--- config.mk ---
export PLATFORM = sky130hd
export DESIGN_NAME = alu_ctrl_seq
export DESIGN_NICKNAME = d
export VERILOG_FILES = /design/src/rtl/alu_ctrl_seq.sv
export SDC_FILE = /design/constraint.sdc
export NUM_CORES = 1
export LEC_CHECK = 0
export ABC_AREA = 1
export CORE_MARGIN = 2
export CORE_UTILIZATION = 40
export CTS_BUF_LIST = sky130_fd_sc_hd__clkbuf_8
export DETAILED_ROUTE_END_ITERATION = 16
export PLACE_DENSITY = 0.74
export RECOVER_POWER = 100
export SYNTH_ARGS = -nofsm -noshare
export SYNTH_HDL_FRONTEND = slang
export SYNTH_SLANG_ARGS = --single-unit
--- constraint.sdc ---
create_clock -name clk -period 2.9 [get_ports clk]
set_input_delay 0.58 -clock clk [delete_from_list [all_inputs] [get_ports clk]]
set_output_delay 0.58 -clock clk [all_outputs]
set_load 0.01 [all_outputs]
--- src/rtl/alu_ctrl_seq.sv ---
// Registered MIPS execute-stage ALU control decoder with a mult/div
// iteration sequencer and a hi/lo interlock driven by a valid/ready handshake.
module alu_ctrl_seq #(
    parameter int CTRL_W     = 3,
    parameter int MUL_CYCLES = 4,
    parameter int DIV_CYCLES = 32,
    parameter int CNT_W      = 6
) (
    input  logic              clk,
    input  logic              rst,
    input  logic              in_valid,
    output logic              in_ready,
    input  logic [1:0]        ALUOp,
    input  logic [5:0]        funct,
    output logic              ctrl_valid,
    output logic [CTRL_W-1:0] ALUctrl,
    output logic [1:0]        hilo_rd,
    output logic              illegal,
    output logic              md_start,
    output logic [1:0]        md_op,
    output logic              md_busy,
    output logic              md_done
);

    typedef enum logic {IDLE, RUN} state_t;

    state_t           state_reg, state_next;
    logic [CNT_W-1:0] cnt_reg, cnt_next;
    logic             md_start_reg, md_start_next;
    logic [1:0]       md_op_reg, md_op_next;
    logic             ctrl_valid_reg;
    logic [2:0]       ctrl_reg;
    logic [1:0]       hilo_reg;
    logic             illegal_reg;

    logic [2:0]       dec_ctrl;
    logic [1:0]       dec_hilo;
    logic             dec_illegal;
    logic             dec_md;
    logic             accept;

    always_comb begin
        dec_ctrl    = 3'b000;
        dec_hilo    = 2'b00;
        dec_illegal = 1'b0;
        dec_md      = 1'b0;
        case (ALUOp)
            2'b00: dec_ctrl = 3'b010;
            2'b01: dec_ctrl = 3'b110;
            2'b10: begin
                case (funct)
                    6'b100000, 6'b100001: dec_ctrl = 3'b010;
                    6'b100010, 6'b100011: dec_ctrl = 3'b110;
                    6'b100100:            dec_ctrl = 3'b000;
                    6'b100101:            dec_ctrl = 3'b001;
                    6'b100110:            dec_ctrl = 3'b011;
                    6'b100111:            dec_ctrl = 3'b100;
                    6'b101010:            dec_ctrl = 3'b111;
                    6'b101011:            dec_ctrl = 3'b101;
                    6'b010000:            dec_hilo = 2'b01;
                    6'b010010:            dec_hilo = 2'b10;
                    6'b011000, 6'b011001,
                    6'b011010, 6'b011011: dec_md   = 1'b1;
                    default:              dec_illegal = 1'b1;
                endcase
            end
            default: dec_illegal = 1'b1;
        endcase
    end

    // Only requests touching hi/lo or the mult/div unit wait; plain ALU ops overlap.
    assign in_ready = !((state_reg == RUN) && (dec_md || (dec_hilo != 2'b00)));
    assign accept   = in_valid && in_ready;

    always_comb begin
        state_next    = state_reg;
        cnt_next      = cnt_reg;
        md_start_next = 1'b0;
        md_op_next    = md_op_reg;
        case (state_reg)
            IDLE: begin
                if (accept && dec_md) begin
                    state_next    = RUN;
                    md_start_next = 1'b1;
                    md_op_next    = funct[1:0];
                    cnt_next      = funct[1] ? CNT_W'(DIV_CYCLES - 1)
                                             : CNT_W'(MUL_CYCLES - 1);
                end
            end
            RUN: begin
                if (cnt_reg == '0) begin
                    state_next = IDLE;
                end else begin
                    cnt_next = cnt_reg - CNT_W'(1);
                end
            end
            default: state_next = IDLE;
        endcase
    end

    always_ff @(posedge clk) begin
        if (rst) begin
            state_reg      <= IDLE;
            cnt_reg        <= '0;
            md_start_reg   <= 1'b0;
            md_op_reg      <= 2'b00;
            ctrl_valid_reg <= 1'b0;
            ctrl_reg       <= 3'b000;
            hilo_reg       <= 2'b00;
            illegal_reg    <= 1'b0;
        end else begin
            state_reg      <= state_next;
            cnt_reg        <= cnt_next;
            md_start_reg   <= md_start_next;
            md_op_reg      <= md_op_next;
            ctrl_valid_reg <= accept;
            if (accept) begin
                ctrl_reg    <= dec_ctrl;
                hilo_reg    <= dec_hilo;
                illegal_reg <= dec_illegal;
            end
        end
    end

    assign ctrl_valid   = ctrl_valid_reg;
    assign ALUctrl[2:0] = ctrl_reg;
    assign hilo_rd      = hilo_reg;
    assign illegal      = illegal_reg;
    assign md_start     = md_start_reg;
    assign md_op        = md_op_reg;
    assign md_busy      = (state_reg == RUN);
    assign md_done      = (state_reg == RUN) && (cnt_reg == '0);

    // Wider control codes carry the base 3-bit code with zero upper bits.
    genvar gi;
    generate
        for (gi = 3; gi < CTRL_W; gi = gi + 1) begin : g_zext
            assign ALUctrl[gi] = 1'b0;
        end
    endgenerate

endmodule

Yosys cells after proc, flatten, opt, wreduce, memory -nomap -nowiden
Cells that the tools add are included.
Word-level totals
  input bits: 11
  output and inout bits: 13
  word-level logic and storage cells: 62
  register bits: 17
Cells by class
  reduce and logical (&&, ||, !) cells: 17
  bitwise operators: 1
  add/sub/neg operators: 1
  eq/ne operators: 20
  mux-type cells: 15
Operator list (number)
  6-bit == test (second input constant): 10
  6-bit by 5-bit == test with 1-bit output (second input constant): 6
  3-bit one-hot mux with 7 select lines: 1
  16-bit OR reduction: 1
  6-bit two-way mux: 2
  6-bit one-hot mux with 2 select lines: 1
  3-bit one-hot mux with 3 select lines: 1
  2-bit OR reduction: 4
  6-bit logical NOT: 1
  6-bit by 1-bit subtractor with 6-bit output (second input constant): 1
  1-bit two-way mux: 5
  5-bit two-way mux: 1
  1-bit logical AND: 4
  2-bit != test (second input constant): 2
  1-bit one-hot mux with 2 select lines: 2
  2-bit one-hot mux with 2 select lines: 1
  2-bit AND reduction: 2
  4-bit OR reduction: 1
  2-bit by 1-bit == test with 1-bit output (second input constant): 1
  2-bit == test (second input constant): 1
  2-bit logical NOT: 1
  2-bit two-way mux: 1
  2-bit nonzero test: 1
  1-bit logical NOT: 1
  other kinds (2): 2

Logic depth before layout (Yosys ltp)
Gate-level depths: netlist of run 1.
  depth after elaboration: 11
  mapped depth: 11
  mapped depth without buffers: 11

Least setup slack after synthesis of run 1
Ideal clock, no wire load.
  path kind: input to output
  start point: input funct[5]
  end point: output in_ready
  stages: 6
  path buffers: 0
  data arrival time: 1.104 ns
  required time: 2.320 ns
  setup slack: 1.216 ns
  cell sequence: inv_2 nand2_2 nor2_2 nand3_1 nand3_2 nand2_4
On the way
  longest elaborated chain between the ends: 7
RTL lines
  from (decl): RTL line 14  | input logic [5:0] funct,
  6-bit by 5-bit == test with 1-bit output: RTL line 51  | case (funct)
  2-bit one-hot mux with 2 select lines / 4-bit OR reduction (equally long branches)
  2-bit two-way mux / 1-bit two-way mux (equally long branches): RTL line 47, 51
  2-bit nonzero test / 1-bit two-way mux (equally long branches): RTL line 72, 47
  1-bit logical OR (*): RTL line 72  | assign in_ready = !((state_reg == RUN) && (dec_md || (dec_hilo != 2'b00)));
  1-bit logical AND (*): RTL line 72
  1-bit logical NOT (*): RTL line 72
  to (decl): RTL line 12  | output logic in_ready,
Mark *: on every way between the ends. The rest lies on a longest branch, timed or not.

Final worst setup path of run 1
  start point: input funct[0]
  end point: output in_ready
Same word-level chain as after synthesis.

==> results.toml, run 1 <==
[outcome]
status = "finished clean"

[route]
detail-route-antenna-nets = 0
drt_iter0_drc = 24
drc = 0
vias = 964
wl_per_cell_um = 10.7
first_pass_iters = 4
routed_wl_um = 2090
avgViaCountPerCell = 4.94

[clocking]
cts.sinks = 17
cts_root_buffer = "clkbuf_8"
cts_made_buffers = 3
cts_hold_buf = 0
clock_latency_ps = 250
cts_max_level = 1
post_cts_buffers = 0
tritoncts = "done"
post_cts_resized = 0
clk_pin_slew_ps = 60
cts_buffer_depth = 2

[synthesis]
ys_async_sr_fraction = 0
synthFlopType = "dfxtp_1"
yosys-top-cells-area = "dfxtp_1 (34%), nand2_1 (11%), nand3_1 (8.6%)"
ys_seq_area_frac = 0.344
synth.ff_latch_count = 17
synth_edf_count = 0
synth_most_common_cell = "nand2_1"
synthesis.instances = 140
syn-num-nets = 152
yosys-top-cells-count = "nand2_1 (28), dfxtp_1 (17), nand3_1 (17), nor2_1 (16), a21oi_1 (14)"
ys_warn_count = 0
synth.avg_cell_area_sq_um = 7.06
yosys.area.top_type = "dfxtp_1"
ys_types = 25
yosysTopAreaCellShare = 0.344
syn-cell-area_sq_um = 988

[floorplan]
die_h_um = 53.7
io_pins = 24
die_area_sq_um = 2880
coreArea_sq_um = 2410
row_count = 18
die_w_um = 53.7
start_util = 0.410

[power]
vdd_drop_max_mv = 0.254
p_per_area_nw_per_um2 = 391
p_leak_nw = 0.628
finalPower_mw = 0.493

[placement]
placed_area_sq_um = 1250
portBuffers = 23
dp.cells = 191
place.gp.congestion = 0.844
dp_hpwl_um = 1640

[timing]
rsz0062_at_grt = "false"
finalClockSkew_ps = 5.51
final_max_slew_viol_count = 0
whs_ps = 470
relSlewSlack = 0.737
layout_min_cycle_time_ps = 2760
setup_viol = 0
tns_ps = 0
fin_crit_sh = 0.951
finalHoldViolations = 0
worst_pin_slew_ps = 395
fmaxAchievable_ghz = 0.362

[worst_setup_path]
critPathKind = "in2out"
reg2reg_slack_ps = 1340
cp_max_fo = 10
start_kind = "input port"
critPathRequiredTime_ps = 2320
critPathCaptureType = "primary output"
arrival_ps = 2180

[finish]
final-seq-area_sq_um = 340
largest_register_ffs = 6
n_antenna_cell = 0
areaGrowthSynthToFinish_pct = 27.7
fin_cells = 195
multi_input_area_sq_um = 541
nets = 178
drive_gt1_frac = 0.139
fillers = 252
fin_area_sq_um = 1260

[global_routing]
grt_max_degree = 14
grt_pass1_wl_um = 3250
antenna_found_initial = 0
grt_overflow = 0
track_usage = 0.156
grt_pass1_vias = 783

[run]
maxCapViolations = 0

[hold_path]
hp-class = "reg2reg"
-- where the power goes --
| part | total, mW | internal, mW | switching [mW] | leakage [nW] |
|---|---|---|---|---|
| sequential | 0.242 | 0.239 | 0.00264 | 0.138 |
| combinational | 0.0744 | 0.0330 | 0.0413 | 0.465 |
| clock | 0.177 | 0.0952 | 0.0819 | 0.0255 |
-- critical path, stage by stage --
cell and delay, ps:
clkdlybuf4s50_1 560, inv_2 50, nand2_2 70, inv_2 50
nand3_1 110, nand3_2 90, nand2_4 120, clkdlybuf4s50_1 550
-- path summary, 6_finish.rpt --
check | end | depth (start not counted) | startpoint
min reg2reg | md_op[1]$_SDFFE_PP0P_ | 2 | md_op[1]$_SDFFE_PP0P_
max reg2reg | cnt_reg[1]$_SDFFE_PP0P_ | 11 | cnt_reg[0]$_SDFFE_PP0P_
max | in_ready | 8 | funct[0]
min | md_op[1]$_SDFFE_PP0P_ | 2 | md_op[1]$_SDFFE_PP0P_
-- metal layers --
layer  routed length [um]  up-vias  global-route usage
li1                     -      500                   -
met1                  998      443               0.186
met2                  993       21               0.274
met3                   98        0              0.0278
met4                    0        0              0.0641
met5                    0        -                   0
-- final cells by class --
cell class | instances | area share
inverters | 16 | 0.0476
clock buffers | 3 | 0.0327
flip-flops and latches | 17 | 0.270
multi-input cells | 104 | 0.428
repair buffers | 24 | 0.188
clock inverters | 1 | 0.00396
well taps | 30 | 0.0297
-- through the flow --
step | utilization | setup slack (ps)
global route | 0.524 | 56.2
detailed placement | 0.517 | 116
finish | 0.524 | 141
floorplan | - | 1220
global placement | 0.517 | 161
CTS | 0.536 | 115
-- cell families after synthesis --
kind of cell / synth area share
buffers and inverters: 0.0785
adders and majority gates: 0.0127
AOI/OAI and AO/OA: 0.106
and+or+nand+nor: 0.432
xor gates and xnor gates: 0.0266
DFF: 0.344
-- cell usage in the layout, fill, tap and decap left out, drive strengths merged --
cell / instances
buf: 1
o211ai: 1
dlygate4sd3: 13
nand2: 37
xnor2: 2
nand4: 2
clkdlybuf4s50: 10
o21ai: 4
a21oi: 14
clkinv: 2
dfxtp: 17
ha: 1
o31ai: 1
nand3b: 1
nor3: 1
nor2: 21
clkbuf: 3
nand3: 18
inv: 15
xor2: 1
No activity file was read; power rests on OpenSTA's default activity.
==> run 2, diff against run 1 <==
--- a/config.mk
+++ b/config.mk
@@ -6,7 +6,6 @@
 export NUM_CORES = 1
 export LEC_CHECK = 0
 export ABC_AREA = 1
-export CORE_MARGIN = 2
 export CORE_UTILIZATION = 40
 export CTS_BUF_LIST = sky130_fd_sc_hd__clkbuf_8
 export DETAILED_ROUTE_END_ITERATION = 16
==> run 2 against run 1 <==
Effect of this change: via count is 0.31% higher; first-iteration DRC count is 42% lower; largest cell class unchanged; die area is 7.3% lower; clock-buffer cell count stayed put; highest routed layer is now met4; clock skew is 1.6 ps lower; non-clock buffer count stayed put; critical endpoint unchanged; register-to-register slack hardly changed; utilization is 2.6 points higher; power is 1.1% lower; global-route usage is 1.6 points higher; cell count is 1.0% lower; combinational power hardly changed.
==> results.toml, run 2 (synthesis results as in run 1) <==
[outcome]
status = "finished clean"

[worst_setup_path]
critPathRequiredTime_ps = 2320
cp_max_fo = 10
arrival_ps = 2200
crit_family = "buffers and inverters"
crit_buf_inv = 4
path_cells = "clkdlybuf4s50_1 -> inv_2 -> nand2_2 -> inv_2 -> nand3_1 -> nand3_1 -> nand2_4 -> clkdlybuf4s50_1"
critPathCaptureType = "primary output"
critPathSlowestCell = "clkdlybuf4s50_1"
critPathKind = "in2out"
start_kind = "input port"
max_stage_delay_ps = 560

[timing]
tns_ps = 0
worst_pin_slew_ps = 375
setup_viol = 0
fin_crit_sh = 0.959
rsz0062_at_grt = "false"
fmaxAchievable_ghz = 0.359
whs_ps = 472
finalClockSkew_ps = 3.90
relSlewSlack = 0.749
finalHoldViolations = 0
layout_min_cycle_time_ps = 2780
final_max_slew_viol_count = 0

[finish]
largest_register_ffs = 6
fillers = 244
layout_commonest_cell = "nand2_1"
drive_gt1_frac = 0.115
n_antenna_cell = 0
layout_common_cells = "nand2_1 (31), nand3_1 (18), dfxtp_1 (17)"
nets = 178
fin_area_sq_um = 1250
areaGrowthSynthToFinish_pct = 26.6

[power]
vdd_drop_max_mv = 0.308
p_per_area_nw_per_um2 = 390
p_leak_nw = 0.623

[clocking]
tritoncts = "done"
post_cts_buffers = 0
cts_root_buffer = "clkbuf_8"
post_cts_resized = 0
clock_latency_ps = 250
cts_max_level = 1
clk_pin_slew_ps = 60
cts_made_buffers = 3
cts_hold_buf = 0
cts.sinks = 17
cts_buffer_depth = 2

[global_routing]
grt_max_degree = 14
grt_overflow = 0
grt_pass1_vias = 873
grt_pass1_wl_um = 3460
antenna_found_initial = 0
track_usage = 0.172

[route]
drt_iter0_drc = 14
avgViaCountPerCell = 5.01
wl_per_cell_um = 11.0
detail-route-antenna-nets = 0
vias = 967
first_pass_iters = 4
drc = 0
routed_wl_um = 2120

[floorplan]
die_area_sq_um = 2670
coreArea_sq_um = 2280
start_util = 0.434
die_w_um = 51.7
row_count = 17
io_pins = 24
die_h_um = 51.7

[placement]
place.gp.congestion = 0.802
placed_area_sq_um = 1240
portBuffers = 23
dp_hpwl_um = 1610

[run]
maxCapViolations = 0

[hold_path]
hp-class = "reg2reg"
## run 2: worst paths after layout
path                                start                 endpoint  slack, ps  cells after the start
hold reg to reg   hilo_rd[0]$_SDFFE_PP0P_  hilo_rd[0]$_SDFFE_PP0P_        470                      2
setup reg to reg  cnt_reg[0]$_SDFFE_PP0P_  cnt_reg[5]$_SDFFE_PP0P_       1330                     11
hold / removal    hilo_rd[0]$_SDFFE_PP0P_  hilo_rd[0]$_SDFFE_PP0P_        470                      2
setup / recovery                 funct[0]                 in_ready        120                      8
## run 2: layer usage
| layer | vias up | wire [um] | GRT usage |
|---|---|---|---|
| li1 | 502 | - | - |
| met1 | 440 | 1010 | 0.217 |
| met2 | 21 | 973 | 0.284 |
| met3 | 4 | 104 | 0.0292 |
| met4 | 0 | 31 | 0.0811 |
| met5 | - | 0 | 0 |
## run 2: report_power, final
group	internal [mW]	leakage, nW	switching [mW]	total [mW]
Clock	0.0939	0.0269	0.0773	0.171
Sequential	0.239	0.138	0.00249	0.242
Combinational	0.0330	0.458	0.0417	0.0747
Total	0.366	0.623	0.121	0.488
## run 2: worst register-to-register path, cell delays in order, from the launching register on
cell and delay [ps]:
dfxtp_1 310, inv_1 70, ha_1 230, nand2_1 100, nor2_1 50, nand2_1 90, nand2_2 70, nand2_1 220
nand2_1 130, nand2_1 80, nand3_1 60, nor2_1 100
## run 2: cell type report
class / count / area (sq um) / area share
repair buffers: 24 / 238 / 0.190
clock buffers: 3 / 41.3 / 0.0330
inverters: 16 / 60.1 / 0.0480
well taps: 28 / 35.0 / 0.0280
flip-flops and latches: 17 / 340 / 0.272
clock inverters: 1 / 3.75 / 0.00300
multi-input cells: 104 / 533 / 0.426
## run 2: per-stage QoR
step	worst slack (ps)	util	std cells	power (mW)
after floorplan	1220	-	140	0.290
after global placement	161	0.546	189	0.325
after detailed placement	128	0.546	189	0.326
after CTS	120	0.566	193	0.498
after global routing	40.6	0.550	193	0.508
final	118	0.550	193	0.488
